File: src/rtl/mem_pkg.sv
// Shared widths and FSM state encoding for the data-memory arbiter.
package mem_pkg;

  localparam int ADDR_W_DEFAULT = 6;
  localparam int DATA_W_DEFAULT = 16;

  typedef logic [1:0] state_t;

  localparam state_t S_IDLE   = 2'd0;
  localparam state_t S_ACCESS = 2'd1;
  localparam state_t S_DONE   = 2'd2;

endpackage

File: src/rtl/rr_pick2.sv
// Two-way round-robin pick: on a tie the port not served last wins.
module rr_pick2 (
  input  logic req0,
  input  logic req1,
  input  logic last,
  output logic valid,
  output logic sel
);

  assign valid = req0 | req1;
  assign sel   = (req0 & req1) ? ~last : req1;

endmodule

File: src/rtl/mem_arbiter.sv
// Round-robin arbiter and IDLE/ACCESS/DONE sequencer in front of the
// 64x16 single-port data memory.
module mem_arbiter
  import mem_pkg::*;
#(
  parameter int ADDR_W = ADDR_W_DEFAULT,
  parameter int DATA_W = DATA_W_DEFAULT
) (
  input  logic              clk,
  input  logic              reset,
  input  logic              req0,
  input  logic              req1,
  input  logic              we0,
  input  logic              we1,
  input  logic [ADDR_W-1:0] addr0,
  input  logic [ADDR_W-1:0] addr1,
  input  logic [DATA_W-1:0] wdata0,
  input  logic [DATA_W-1:0] wdata1,
  output logic              ack0,
  output logic              ack1,
  output logic [DATA_W-1:0] rdata0,
  output logic [DATA_W-1:0] rdata1,
  output logic              busy,
  output logic              mem_write,
  output logic              mem_step,
  output logic [ADDR_W-1:0] mem_address,
  output logic [DATA_W-1:0] mem_din,
  input  logic [DATA_W-1:0] mem_dout
);

  state_t            r_state;
  state_t            w_next_state;
  logic              r_gnt;
  logic              r_last;
  logic [DATA_W-1:0] r_rdata0;
  logic [DATA_W-1:0] r_rdata1;
  logic              w_valid;
  logic              w_sel;

  rr_pick2 u_pick (
    .req0  (req0),
    .req1  (req1),
    .last  (r_last),
    .valid (w_valid),
    .sel   (w_sel)
  );

  // NOTE: sequential state uses non-blocking assignments only, so every
  // register samples the pre-edge values of its neighbours.
  always_ff @(posedge clk) begin
    if (reset) r_state <= S_IDLE;
    else       r_state <= w_next_state;
  end

  always_ff @(posedge clk) begin
    if (reset) begin
      r_gnt    <= 1'b0;
      r_last   <= 1'b1;
      r_rdata0 <= '0;
      r_rdata1 <= '0;
    end else begin
      case (r_state)
        S_IDLE:   if (w_valid) r_gnt <= w_sel;
        S_ACCESS: begin
          // Only the granted port's read register moves.
          if (r_gnt) r_rdata1 <= mem_dout;
          else       r_rdata0 <= mem_dout;
        end
        S_DONE:   r_last <= r_gnt;
        default:  ;
      endcase
    end
  end

  // NOTE: every output of this block gets a default first, so no path
  // through the case can leave a value held and infer a latch.
  always_comb begin
    w_next_state = S_IDLE;
    busy         = 1'b0;
    ack0         = 1'b0;
    ack1         = 1'b0;
    mem_step     = 1'b0;
    mem_write    = 1'b0;
    mem_address  = '0;
    mem_din      = '0;
    case (r_state)
      S_IDLE: w_next_state = w_valid ? S_ACCESS : S_IDLE;
      S_ACCESS: begin
        w_next_state = S_DONE;
        busy         = 1'b1;
        // Gating with reset guarantees no write lands on an aborted access.
        mem_step     = ~reset;
        mem_write    = (r_gnt ? we1 : we0) & ~reset;
        mem_address  = r_gnt ? addr1 : addr0;
        mem_din      = r_gnt ? wdata1 : wdata0;
      end
      S_DONE: begin
        w_next_state = S_IDLE;
        busy         = 1'b1;
        ack0         = ~r_gnt & ~reset;
        ack1         = r_gnt & ~reset;
      end
      default: w_next_state = S_IDLE;
    endcase
  end

  assign rdata0 = r_rdata0;
  assign rdata1 = r_rdata1;

endmodule

File: config.mk
export PLATFORM = sky130hd
export DESIGN_NAME = mem_arbiter
export DESIGN_NICKNAME = d
export VERILOG_FILES = /design/src/rtl/mem_pkg.sv /design/src/rtl/rr_pick2.sv /design/src/rtl/mem_arbiter.sv
export SDC_FILE = /design/constraint.sdc
export NUM_CORES = 1
export LEC_CHECK = 0
export ABC_AREA = 0
export CORE_MARGIN = 4
export CORE_UTILIZATION = 33
export CTS_BUF_LIST = sky130_fd_sc_hd__clkbuf_4
export DETAILED_ROUTE_END_ITERATION = 6
export GPL_TIMING_DRIVEN = 0
export MAX_ROUTING_LAYER = met4
export PLACE_DENSITY = 0.79
export SETUP_SLACK_MARGIN = 0.3
export SLEW_MARGIN = 10
export SYNTH_ARGS = -nofsm -noshare
export SYNTH_HDL_FRONTEND = slang
export SYNTH_SLANG_ARGS = --single-unit
File: constraint.sdc
create_clock -name clk -period 1.55 [get_ports clk]
set_input_delay 0.465 -clock clk [delete_from_list [all_inputs] [get_ports clk]]
set_output_delay 0.465 -clock clk [all_outputs]
set_load 0.01 [all_outputs]
* After elaboration in Yosys (flattened, before gate mapping)
Cells that the tools add are included.
Word-level totals: register bits 36, latch bits 0, RAM bits 0, memory bits (read-only) 0, bits of input ports 66, output and inout port bits 59, memories 0
Cells by class: add/sub/neg operators 0, multiply operators 0, divide/modulo/power cells 0, magnitude comparators 0, equal/unequal tests 2, shifts and indexed selects 0, mux-type cells 13, bitwise logic cells 8, reduce and logical (&&, ||, !) cells 5
Operators by type and width (count):
- two-way mux 16 bit | 2
- two-way mux 6 bit | 2
- two-way mux 1 bit | 8
- AND reduction 2 bit | 3
- bitwise AND 1 bit | 4
- one-hot mux 2 bit (2 select lines) | 1
- NOT 1 bit | 3
- == test 2 x 1 -> 1 bit, second input constant | 1
- == test 2 bit, second input constant | 1
- zero test 2 bit | 1
- OR reduction 2 bit | 1
- bitwise OR 1 bit | 1

* Longest topological paths before layout
Gate-level depths: netlist (run 1).
depth after elaboration 3, gate-level depth with buffers 7

* Cells and area by module
A second synthesis (run 1) with hierarchy kept.
Second synthesis, totals: cell total of the unflattened synthesis 199, area total of the unflattened synthesis 1964.4 um2
By module, submodules not included:
- mem_arbiter | times used 1, cells an instance 197, area an instance 1950.6 um2, seq. area each 720.7 um2
- rr_pick2 | times used 1, cells an instance 2, area an instance 13.8 um2, seq. area each 0.0 um2

* Least setup slack after synthesis (run 1)
No wires, ideal clock.
kind register to output, start register r_state[1], end output mem_address[0], data arrival time 1.176 ns, data required time 1.085 ns, slack -0.091 ns, cell stages (with the launch flop) 5, cell sequence dfxtp_1 inv_1 ha_1 dlygate4sd1_1 nor2b_1
Between the ends: cells in the longest elaborated chain, start to end 2
Ends and longest elaborated chain:
- from (decl) | RTL line mem_arbiter.sv:31 | state_t r_state;
- from (signal assigned) | RTL line mem_arbiter.sv:52 | else r_state <= w_next_state;
- == test 2 x 1 -> 1 bit | RTL line mem_arbiter.sv:86 | case (r_state)
- two-way mux 6 bit | RTL line mem_arbiter.sv:86
- to (decl) | RTL line mem_arbiter.sv:26 | output logic [ADDR_W-1:0] mem_address,
No other way between the ends.

* Worst setup path after layout (run 1)
start register r_gnt, end output mem_din[8]
Between the ends: cells in the longest elaborated chain, start to end 2
Ends and longest elaborated chain:
- from (decl) | RTL line mem_arbiter.sv:33 | logic r_gnt;
- from (signal assigned) | RTL line mem_arbiter.sv:63 | S_IDLE: if (w_valid) r_gnt <= w_sel;
- two-way mux 16 bit | RTL line mem_arbiter.sv:95 | mem_din = r_gnt ? wdata1 : wdata0;
- two-way mux 16 bit | RTL line mem_arbiter.sv:86
- to (decl) | RTL line mem_arbiter.sv:27 | output logic [DATA_W-1:0] mem_din,
No other way between the ends.

==> results of run 1 <==
## timing repair
item                                    in CTS  in global routing
resized for setup                          404                 58
setup buffers                               28                 17
endpoints found under the setup margin      89                 92
pin swaps                                   38                  2
cloned                                       2                  1
## kinds of logic (layout without fill, tap and decap cells)
group | count (synthesis) | after routing | synth area share [%]
flip-flops | 36 | 36 | 39.3
adder cells (fa/ha/maj) | 4 | 4 | 2.73
AND/OR/NAND/NOR | 101 | 101 | 26.0
buffers and inverters | 18 | 197 | 7.58
AO/OA/AOI/OAI | 34 | 34 | 11.7
multiplexers | 23 | 23 | 12.6
## worst register-to-register path, cell delays in order, from the launching register on
cell and delay, ps:
dfxtp_2 390, inv_4 70, ha_4 200, buf_6 130, buf_6 110, buf_6 120
nand2_8 60, buf_12 110, buf_16 130, nand2_4 60, a21oi_2 140
## per-layer routing
| layer | global-route usage, % | vias to the layer above | part of all wire [%] |
|---|---|---|---|
| met3 | 4.12 | 18 | 4.7 |
| met1 | 22.7 | 1161 | 36 |
| met4 | 8.66 | 0 | 2.5 |
| li1 | - | 1064 | - |
| met5 | - | - | 0 |
| met2 | 41.6 | 92 | 57 |
## state kept, by name (all words and copies together), names as in the netlist
name     cells
r_gnt        1
r_last       1
r_state      2
rdata0      16
rdata1      16
## how the worst min path moves through the flow
stage,from,to,slack [ps]
floorplan,rdata0[0],rdata0[0],480
global placement,rdata0[3],rdata0[3],440
detailed placement,rdata0[12],rdata0[12],450
CTS,rdata1[10],rdata1[10],460
global route,rdata0[8],rdata0[8],480
finish,rdata0[12],rdata0[12],470
## cell type report
class	instances	area [um2]	share of cell area, %
clock inverters	1	5.00	0.110
flip-flops and latches	36	774	17.0
inverters	2	10.0	0.220
plain buffers	16	225	4.95
repair buffers	172	1810	39.7
multi-input cells	162	1600	35.1
clock buffers	6	45.0	0.989
well taps	70	87.6	1.92
## power by group
part / switching, W / internal (W)
Clock: 0.000338 / 0.000185
Sequential: 0.0000363 / 0.000968
Combinational: 0.000459 / 0.000675
Total: 0.000833 / 0.00183
## stage by stage
stage               cells  utilization (%)
floorplan             216                -
global placement      410             65.9
detailed placement    410             65.9
CTS                   447             80.1
global route          465             86.9
finish                465             86.9
## synth_stat cells (all sizes together) (2+ instances only)
library cell  number
nor2b             27
buf               15
ha                 4
dfxtp             36
mux2i             23
nor2               2
inv                2
a21oi             32
nor3b              2
nand2             67
==> out/results.tsv, run 1 <==
metric	value	unit
placed_area	3450	um2
rows	26	
drive_gt1_share	68.6	%
crit_arrival	1610	ps
final_hold_viol_count	0	
worst_slack	-524	ps
crit_top_cell	buf_12	
num-fill-cells	236	
fp.dieH	82.5	um
die_x	82.5	um
ys_seq_elements	36	
yosysUniqueCellTypes	24	
synthArstFlopShare	0	%
ff2ff_setup_slack	-30	ps
ctsHoldBuffers	0	
worst-path-buf-inv	4	
startpoint_type	flip-flop	
postSynthCellCount	216	
gp_congestion	0.739	
status	finished with violations	
worstSetupEndpointType	primary output	
power_per_cell_area	584	nW/um2
synth.area.top_cells	dfxtp_1 (39%), nand2_1 (14%), mux2i_1 (13%)	
numPortBuffers	124	
vias_per_cell	5.02	
core	5240	um2
grt_util_all_layers	22.2	%
numClockSinks	36	
cap_violations	0	
crit_family	buffers and inverters	
yosysSeqAreaShare	39.3	%
worst_pin_slew	367	ps
nets	465	
crit_fanout	5	
synth_top_cell_by_area	dfxtp_1	
synth_flop_cell	dfxtp_1	
synthToLayoutAreaGrowth	149	%
yosysTopAreaCellShare	39.3	%
clk_latency	360	ps
min_path_type	reg -> reg	
p_total	0.00266	W
clock-root-buffer	clkbuf_4	
hold_path_depth	2	
post-route-cell-area	4550	um2
post-route-min-period	2070	ps
dieArea	6810	um2
crit_end	mem_din[8]	
r2r-start	r_state[1]	
hold_ws	466	ps
fin_setup_tns	-10830	ps
numCtsBuffers	5	
antenna_cells	0	
violations	negative setup slack	
slew_viol_final	0	
grt_pass1_vias	2227	
ir_drop	0.403	mV
max_stage_delay	380	ps
fmax	0.482	GHz
grt_overflow	0	
path_class	reg -> out	
post-route-period-util	134	%
clk_path_buf_depth	2	
antenna_found_initial	0	
p_leak	1.85	nW
routed_wl	9.42	mm
vias	2335	
route.detailed.drc	0	
ff2ff_path_depth	10	
synth_warnings	0	
cpMaxStageDelayCell	dfxtp_2	
wl_per_cell	20.2	um
dr.pass1.iters	4	
synth.net_count	286	
most-common-layout-cells	buf_6 (66), clkdlybuf4s50_1 (64), dfxtp_2 (31)	
pre_cts_ws	-919	ps
ios	125	
required	1080	ps
antenna_left	0	
skew	6.15	ps
start_util	35.0	%
path_cells	buf_12, buf_12, buf_12, mux2i_1, nor2b_1, buf_2	
grt_max_degree	11	
r2r_end	rdata1[3]	
relSlewSlack	75.5	%
synth.avg_cell_area	8.48	um2
cts_tree	done	
drt_iter0_markers	114	
grt_pass1_wl	10.9	mm
setup_viol	34	
layout.cells.most_common	buf_6	
synth_edf_count	0	
h-tree-depth	2	
crit_cells	6	
startpoint	r_gnt	
place_hpwl	4.88	mm
cts.clk_slew.worst_paths	110	ps
grt_setup_unrepaired	true	
syn_area	1830	um2
Note: power is estimated with default switching activity, not from simulation.
==> inputs of run 2 (changes only) <==
--- a/config.mk
+++ b/config.mk
@@ -9,6 +9,7 @@
 export CORE_MARGIN = 4
 export CORE_UTILIZATION = 33
 export CTS_BUF_LIST = sky130_fd_sc_hd__clkbuf_4
+export CTS_CLUSTER_SIZE = 14
 export DETAILED_ROUTE_END_ITERATION = 6
 export GPL_TIMING_DRIVEN = 0
 export MAX_ROUTING_LAYER = met4
==> results of run 2 <==
The final DEF is identical to that of run 1; final timing and power are the same.
==> inputs of run 3 (changes only) <==
--- a/config.mk
+++ b/config.mk
@@ -7,7 +7,7 @@
 export LEC_CHECK = 0
 export ABC_AREA = 0
 export CORE_MARGIN = 4
-export CORE_UTILIZATION = 33
+export CORE_UTILIZATION = 34
 export CTS_BUF_LIST = sky130_fd_sc_hd__clkbuf_4
 export CTS_CLUSTER_SIZE = 14
 export DETAILED_ROUTE_END_ITERATION = 6
@@ -18,4 +18,5 @@
 export SLEW_MARGIN = 10
 export SYNTH_ARGS = -nofsm -noshare
 export SYNTH_HDL_FRONTEND = slang
+export SYNTH_HIERARCHICAL = 1
 export SYNTH_SLANG_ARGS = --single-unit
==> run 3 against run 2 <==
The run still ends with negative setup slack left; total power decreased by 10%; die area increased by 3.7%; cell count decreased by 9.0%; non-clock buffer count decreased by 30; count of clock-buffer cells in the layout decreased by 1; clock skew increased by 5.5 ps; sequential share of layout area increased by 1.6 points; area after synthesis increased by 7.2%; largest power group is now sequential cells.
==> out/results.tsv, run 3 <==
metric	value	unit
synthToLayoutAreaGrowth	111	%
post-route-period-util	122	%
antenna_found_initial	0	
place_hpwl	4.83	mm
nets	420	
violations	negative setup slack	
most-common-layout-cells	clkdlybuf4s50_1 (64), buf_6 (55), nand2b_1 (49)	
cap_violations	0	
setup_viol	27	
path_cells	buf_12, buf_16, mux2i_4, nor2b_4, buf_6	
ctsHoldBuffers	0	
cts_tree	done	
synth_flop_cell	dfxtp_1	
syn_area	1960	um2
ios	125	
p_leak	1.69	nW
clock-root-buffer	clkbuf_4	
skew	11.7	ps
crit_fanout	5	
final_util	74.7	%
core	5540	um2
grt_overflow	0	
synthArstFlopShare	0	%
gp_congestion	0.840	
synth_warnings	6	
grt_pass1_vias	2108	
path_class	reg -> out	
crit_arrival	1430	ps
antenna_left	0	
die_x	84.0	um
fmax	0.528	GHz
dieArea	7060	um2
worst_pin_slew	377	ps
yosysUniqueCellTypes	22	
numPortBuffers	123	
grt_setup_unrepaired	true	
required	1080	ps
status	finished with violations	
clk_path_buf_depth	2	
synth_common_cells	mux2i_1 (55), nand2b_1 (49), dfxtp_1 (36)	
ir_drop	0.534	mV
ys_seq_elements	36	
worst_slack	-343	ps
postSynthCellCount	199	
final_hold_viol_count	0	
slew_viol_final	0	
power_per_cell_area	576	nW/um2
grt_pass1_wl	10.4	mm
startpoint_type	flip-flop	
h-tree-depth	2	
synth_edf_count	0	
dr.pass1.iters	4	
vias_per_cell	4.60	
grt_max_degree	12	
wl_per_cell	15.5	um
drive_gt1_share	53.0	%
synth.avg_cell_area	9.87	um2
vias	1947	
antenna_cells	0	
relSlewSlack	74.8	%
clk_latency	330	ps
start_util	35.5	%
cpMaxStageDelayCell	dfxtp_4	
layout.cells.most_common	clkdlybuf4s50_1	
cts.clk_slew.worst_paths	110	ps
yosysMostFrequentCell	mux2i_1	
numCtsBuffers	5	
max_stage_delay	410	ps
rows	27	
synth.net_count	269	
drt_iter0_markers	27	
pre_cts_ws	-626	ps
grt_util_all_layers	18.6	%
synth_top_cell_by_area	dfxtp_1	
route.detailed.drc	0	
worstSetupEndpointType	primary output	
synth.area.top_cells	dfxtp_1 (37%), mux2i_1 (28%), nand2b_1 (16%)	
numClockSinks	36	
p_total	0.00239	W
post-route-min-period	1890	ps
min_path_type	in -> reg	
routed_wl	6.54	mm
fp.dieH	84.0	um
yosysSeqAreaShare	36.7	%
yosysTopAreaCellShare	36.7	%
-- run 3: cell families (layout without fill, tap and decap cells) --
family	count (synthesis)	after routing	synth area share, %
simple gates	84	84	26.9
mux	55	55	28.0
flops	36	36	36.7
buf+inv	16	168	4.27
fa+ha+maj	4	4	2.55
compound gates	4	4	1.59
-- run 3: stage by stage --
stage	cell area, um2	TNS (ps)	hold slack (ps)	cells
after floorplan	2290	0	492	199
after global placement	3610	-14370	459	394
after detailed placement	3610	-14800	463	394
after CTS	4040	-8560	303	417
after global routing	4140	-10060	292	423
final	4140	-8070	315	423
-- run 3: where the power goes --
group | switching (W) | internal, W
sequential | 0.0000359 | 0.000972
clock | 0.000295 | 0.000167
combinational | 0.000330 | 0.000587
-- run 3: path summary, 6_finish.rpt --
path | from | endpoint | slack (ps) | cells past startpoint
worst min-delay path | reset | r_state[1] | 310 | 2
worst max register to register | r_state[1] | rdata1[1] | 150 | 7
worst max-delay path | r_gnt | mem_din[8] | -340 | 5
worst min register to register | rdata0[15] | rdata0[15] | 480 | 2
-- run 3: worst max-delay path: cells and delay by family (launching register included) --
kind | cells | cell delay, ps
buf+inv | 3 | 360
flops | 1 | 410
mux | 1 | 270
simple gates | 1 | 60
-- run 3: cell type report --
class | instances | area [um2]
multi-input cells | 147 | 1590
well taps | 72 | 90.1
plain buffers | 14 | 159
clock buffers | 5 | 37.5
flip-flops and latches | 36 | 769
clock inverters | 3 | 13.8
inverters | 2 | 12.5
repair buffers | 144 | 1470
fillers | 400 | 1400
-- run 3: metal layers --
metal	GRT usage, %	share of wire, %	vias up	wire length, um
met1	20.5	39	883	2530
met5	-	0	-	0
met3	7.01	9.8	13	640
met4	3.65	2.1	0	135
met2	32.2	49	99	3240
li1	-	-	952	-
-- run 3: repair_timing --
item                                    4_1_cts  5_1_grt
buffers inserted                             13        6
endpoints found under the setup margin       81       85
cloned                                        2        0
gates resized for setup                     348       13
pin swaps                                     3        1
